$ cat src/rtl/insn_stream_encoder.sv
// rtl/insn_stream_encoder.sv - packs field-level instruction beats into 32-bit words and writes them to imem
// Optional IMM_CHECK_EN: reject I-type immediates that do not fit a signed 17-bit value.
module insn_stream_encoder #(
  parameter int                ADDR_W    = 12,
  parameter logic [ADDR_W-1:0] BASE_ADDR = '0
) (
  input  logic              clock,
  input  logic              reset,
  input  logic              start,
  input  logic              in_valid,
  output logic              in_ready,
  input  logic [4:0]        in_op,
  input  logic [4:0]        in_rd,
  input  logic [4:0]        in_rs,
  input  logic [4:0]        in_rt,
  input  logic [4:0]        in_shamt,
  input  logic [4:0]        in_aluop,
  input  logic [26:0]       in_imm,
  input  logic              in_last,
  output logic              imem_we,
  output logic [ADDR_W-1:0] imem_addr,
  output logic [31:0]       imem_data,
  output logic [ADDR_W:0]   count,
  output logic              done,
  output logic              err_illegal,
  output logic              overflow
);

  typedef enum logic [1:0] {S_IDLE, S_LOAD, S_DONE} state_t;

  state_t            r_state;
  logic              r_in_ready;
  logic              r_we;
  logic [ADDR_W-1:0] r_addr;
  logic [ADDR_W-1:0] r_next_addr;
  logic [31:0]       r_data;
  logic [ADDR_W:0]   r_count;
  logic              r_done;
  logic              r_err;
  logic              r_ovf;

  logic [31:0]       w_word;
  logic              w_legal;
  logic              w_accept;
  logic              w_at_top;

  always_comb begin
    w_word  = '0;
    w_legal = 1'b0;
    case (in_op)
      5'b00000: begin
        w_word  = {in_op, in_rd, in_rs, in_rt, in_shamt, in_aluop, 2'b00};
        w_legal = 1'b1;
      end
      5'b00101, 5'b00111, 5'b01000, 5'b00010, 5'b00110: begin
        w_word  = {in_op, in_rd, in_rs, in_imm[16:0]};
`ifdef IMM_CHECK_EN
        w_legal = (in_imm[26:16] == '0) || (&in_imm[26:16]);
`else
        w_legal = 1'b1;
`endif
      end
      5'b00001, 5'b00011, 5'b10110, 5'b10101: begin
        w_word  = {in_op, in_imm};
        w_legal = 1'b1;
      end
      5'b00100: begin
        w_word  = {in_op, in_rd, 22'b0};
        w_legal = 1'b1;
      end
      default: begin
        w_word  = '0;
        w_legal = 1'b0;
      end
    endcase
  end

  assign w_accept = in_valid & r_in_ready;
  // The final address ends the session; the pointer never wraps back.
  assign w_at_top = (r_next_addr == {ADDR_W{1'b1}});

  always_ff @(posedge clock) begin
    if (reset) begin
      r_state     <= S_IDLE;
      r_in_ready  <= 1'b0;
      r_we        <= 1'b0;
      r_addr      <= BASE_ADDR;
      r_next_addr <= BASE_ADDR;
      r_data      <= '0;
      r_count     <= '0;
      r_done      <= 1'b0;
      r_err       <= 1'b0;
      r_ovf       <= 1'b0;
    end else begin
      r_we <= 1'b0;
      case (r_state)
        S_IDLE, S_DONE: begin
          if (start) begin
            r_state     <= S_LOAD;
            r_in_ready  <= 1'b1;
            r_done      <= 1'b0;
            r_count     <= '0;
            r_err       <= 1'b0;
            r_ovf       <= 1'b0;
            r_next_addr <= BASE_ADDR;
          end
        end
        S_LOAD: begin
          if (w_accept) begin
            if (w_legal) begin
              r_we    <= 1'b1;
              r_addr  <= r_next_addr;
              r_data  <= w_word;
              r_count <= r_count + 1'b1;
              if (w_at_top) begin
                r_ovf <= 1'b1;
              end else begin
                r_next_addr <= r_next_addr + 1'b1;
              end
            end else begin
              r_err <= 1'b1;
            end
            if (in_last || (w_legal && w_at_top)) begin
              r_state    <= S_DONE;
              r_in_ready <= 1'b0;
              r_done     <= 1'b1;
            end
          end
        end
        default: begin
          r_state    <= S_IDLE;
          r_in_ready <= 1'b0;
        end
      endcase
    end
  end

  assign in_ready    = r_in_ready;
  assign imem_we     = r_we;
  assign imem_addr   = r_addr;
  assign imem_data   = r_data;
  assign count       = r_count;
  assign done        = r_done;
  assign err_illegal = r_err;
  assign overflow    = r_ovf;

endmodule

$ cat config.mk
export PLATFORM = sky130hd
export DESIGN_NAME = insn_stream_encoder
export DESIGN_NICKNAME = d
export VERILOG_FILES = /design/src/rtl/insn_stream_encoder.sv
export SDC_FILE = /design/constraint.sdc
export NUM_CORES = 1
export LEC_CHECK = 0
export BUFFER_PORTS_ARGS = -buffer_cell sky130_fd_sc_hd__buf_2
export CORE_MARGIN = 3
export CORE_UTILIZATION = 30
export DETAILED_ROUTE_END_ITERATION = 12
export PLACE_DENSITY = 0.51
export SLEW_MARGIN = 10
export SYNTH_ARGS = -nofsm -noshare
export SYNTH_HDL_FRONTEND = slang
export SYNTH_SLANG_ARGS = --single-unit
export TNS_END_PERCENT = 10
$ cat constraint.sdc
create_clock -name clock -period 2.26 [get_ports clock]
set_input_delay 0.226 -clock clock [delete_from_list [all_inputs] [get_ports clock]]
set_output_delay 0.226 -clock clock [all_outputs]
set_load 0.01 [all_outputs]
==> impl_metrics.env <==
export IMPL_status="finished, final reports clean"
export IMPL_p_sw_frac=0.2526
export IMPL_synth_edff_count=0
export IMPL_p_total_mw=2.986
export IMPL_synth_top_area_share=0.4502
export IMPL_syn_inst=415
export IMPL_yosysTopAreaCell="dfxtp_1"
export IMPL_wire_per_inst_um=14.52
export IMPL_arrival_ns=2.23
export IMPL_first_global_vias=3314
export IMPL_ys_warn_count=0
export IMPL_portBuffers=123
export IMPL_grt_overflow=0
export IMPL_fin_crit_ns=1.962
export IMPL_worst_slew_pin_slew_ns=0.6340
export IMPL_fin_worst_skew_ns=0.007902
export IMPL_htree_num_levels=3
export IMPL_start_util=0.3090
export IMPL_clk_pin_slew_ns=0.06
export IMPL_syn_area_mm2=0.003379
export IMPL_drt_iter0_drc=167
export IMPL_maxSlewViolCount=0
export IMPL_core_region_area_mm2=0.01094
export IMPL_finish_utilization=0.4130
export IMPL_drive_gt1_frac=0.3040
export IMPL_worst_slack_ns=0.2977
export IMPL_n_fill_cell=1164
export IMPL_crit_fanout=11
export IMPL_critPathKind="register to register"
export IMPL_drtPass1Iterations=4
export IMPL_postCtsResizedCells=0
export IMPL_synthArstFlopShare=0
export IMPL_antenna_found_initial=1
export IMPL_cts_buffer_depth=2
export IMPL_insertion_delay_ns=0.34
export IMPL_fp_dieH_um=112.1
export IMPL_p_int_mw=2.232
export IMPL_vdd_drop_max_mv=0.2600
export IMPL_num_io_pins=124
export IMPL_p_leak_nw=1.819
export IMPL_p_comb_frac=0.084
export IMPL_ys_seq_area_frac=0.4502
export IMPL_power_density_mw_per_mm2=661.2
export IMPL_required_ns=2.53
export IMPL_grt_max_degree=58
export IMPL_grt_usage=0.1582
export IMPL_ctsHoldBuffers=0
export IMPL_pre_cts_slack_ns=0.1292
export IMPL_hold_violations=0
export IMPL_synthTopCellsByArea="dfxtp_1, nand2_1, a21oi_1"
export IMPL_routed_wl_mm=9.959
export IMPL_p_sw_uw=754.3
export IMPL_drc_errors=0
export IMPL_die_x_um=112.1
export IMPL_postCtsSetupRepairBufs=0
export IMPL_root_buffer="clkbuf_16"
export IMPL_synthesis_nets=479
export IMPL_setup_violations=0
export IMPL_gp_congestion=0.8060
export IMPL_n_antenna_cell=0
export IMPL_nNetsFinal=605
export IMPL_dp_hpwl_mm=7.196
export IMPL_numCtsBuffers=9
export IMPL_rsz0062_at_grt="false"
export IMPL_vias=3511
export IMPL_area_growth_pct=33.65
export IMPL_synth_flop_cell="dfxtp_1"
export IMPL_cp_end_kind="register"
export IMPL_clock_power_share=0.461
export IMPL_synth_distinct_cells=45
export IMPL_cts_tree="built"
export IMPL_grt_pass1_wl_mm=16.36
export IMPL_cp_start_kind="register"
export IMPL_routed_via_density=5.118
export IMPL_rows=38
export IMPL_relSlewSlack=0.5773
export IMPL_tns_ns=0
export IMPL_fin_crit_sh=0.8683
export IMPL_hold_class="input pin to register"
export IMPL_cts_sinks=76
export IMPL_seqPwrFrac=0.455
export IMPL_antenna_left=0
export IMPL_cap_viol_max_count=0
export IMPL_die_area_mm2=0.01257
export IMPL_ys_ff_latch=76
export IMPL_fmax_mhz=509.6
export IMPL_syn_mean_instance_area_um2=8.143
[critical path, stage by stage (launching register included)]
cell and delay (ns):
dfxtp_1 0.47, nand4b_1 0.25, a21o_1 0.25, o21a_2 0.26, buf_4 0.18, or3_1 0.34, a21oi_1 0.16
[logic make-up after synthesis]
kind of cell	synth area share
xor gates and xnor gates	0.007776
and+or+nand+nor	0.2710
buffers and inverters	0.03962
muxes	0.003332
adders and majority gates	0.007403
DFF	0.4502
AOI/OAI and AO/OA	0.2207
[placed cells by master (no fill, tap or decap), types with 2 or more instances in the layout]
master / instances
a211oi_1: 6
a21o_1: 2
a21oi_1: 42
a221oi_1: 20
a31oi_1: 5
and3_1: 4
and4_1: 2
buf_12: 2
buf_2: 123
buf_4: 17
clkbuf_16: 9
clkinvlp_4: 4
dfxtp_1: 76
ha_1: 2
inv_1: 5
inv_6: 2
nand2_1: 62
nand2b_1: 4
nand3_1: 16
nand4_1: 7
nand4b_1: 3
nor2_1: 35
nor2b_1: 3
nor3_1: 22
nor4_2: 2
o211ai_1: 4
o21a_1: 3
o21ai_0: 16
o31ai_1: 6
or3_1: 11
or4_1: 12
xor2_1: 2
[flip-flops by register name, indices dropped and copies added (netlist names)]
register / cells
imem_addr: 12
done: 1
imem_we: 1
r_state: 2
r_next_addr: 12
count: 13
in_ready: 1
err_illegal: 1
overflow: 1
imem_data: 32
[path summary, 6_finish.rpt]
path | from | endpoint | slack [ns] | cells past startpoint
max reg2reg | r_state[0] | r_next_addr[5] | 0.30 | 6
min reg2reg | imem_data[31] | imem_data[31] | 0.45 | 2
min | in_rs[3] | imem_data[20] | 0.14 | 3
max | r_state[0] | r_next_addr[5] | 0.30 | 6
[synth_stat cells, types with 2 or more instances]
cell type and number:
nand2b_1 4, a221oi_1 20, inv_1 5, a21o_1 2
a21oi_1 42, o21ai_0 16, o211ai_1 4, o31ai_1 6
nor2_1 36, clkbuf_1 23, nand4_1 7, or3_1 11
nand2_1 62, nor3_1 22, ha_1 2, nand4b_1 3
and3_1 4, and4_1 2, nand3_1 16, o21a_1 3
buf_2 2, a31oi_1 5, a211oi_1 6, dfxtp_1 76
or4_1 12, xor2_1 2, nor2b_1 3, nor4_2 2
[power by group through the flow]
stage / Sequential (mW) / Clock (mW) / Combinational (mW)
2_1_floorplan: 1.39 / 0 / 0.129
3_3_place_gp: 1.39 / 0 / 0.250
3_5_place_dp: 1.39 / 0 / 0.253
4_1_cts: 1.36 / 1.42 / 0.253
5_1_grt: 1.36 / 1.47 / 0.281
6_report: 1.36 / 1.38 / 0.251
[cell type report]
class | count | area, µm² | area share
clock buffers | 10 | 239.0 | 0.05291
clock inverters | 6 | 47.55 | 0.01053
inverters | 5 | 18.77 | 0.004155
multi-input cells | 307 | 1732 | 0.3834
flip-flops and latches | 76 | 1521 | 0.3368
well taps | 140 | 175.2 | 0.03878
repair buffers | 142 | 783.3 | 0.1734
[metal layers]
metal / share of wire / global-route usage
met5: 0.0013 / 0
met1: 0.45 / 0.2010
met3: 0.058 / 0.05121
met2: 0.47 / 0.2543
met4: 0.018 / 0.05288
[stage by stage]
stage / instances / hold slack [ns] / area [µm²]
final: 686 / 0.1387 / 4517
after floorplan: 415 / 0.3764 / 3379
after global routing: 686 / 0.1399 / 4517
after detailed placement: 670 / 0.4407 / 4230
after CTS: 686 / 0.1279 / 4517
after global placement: 670 / 0.4372 / 4230
(Power assumes the default switching activity.)
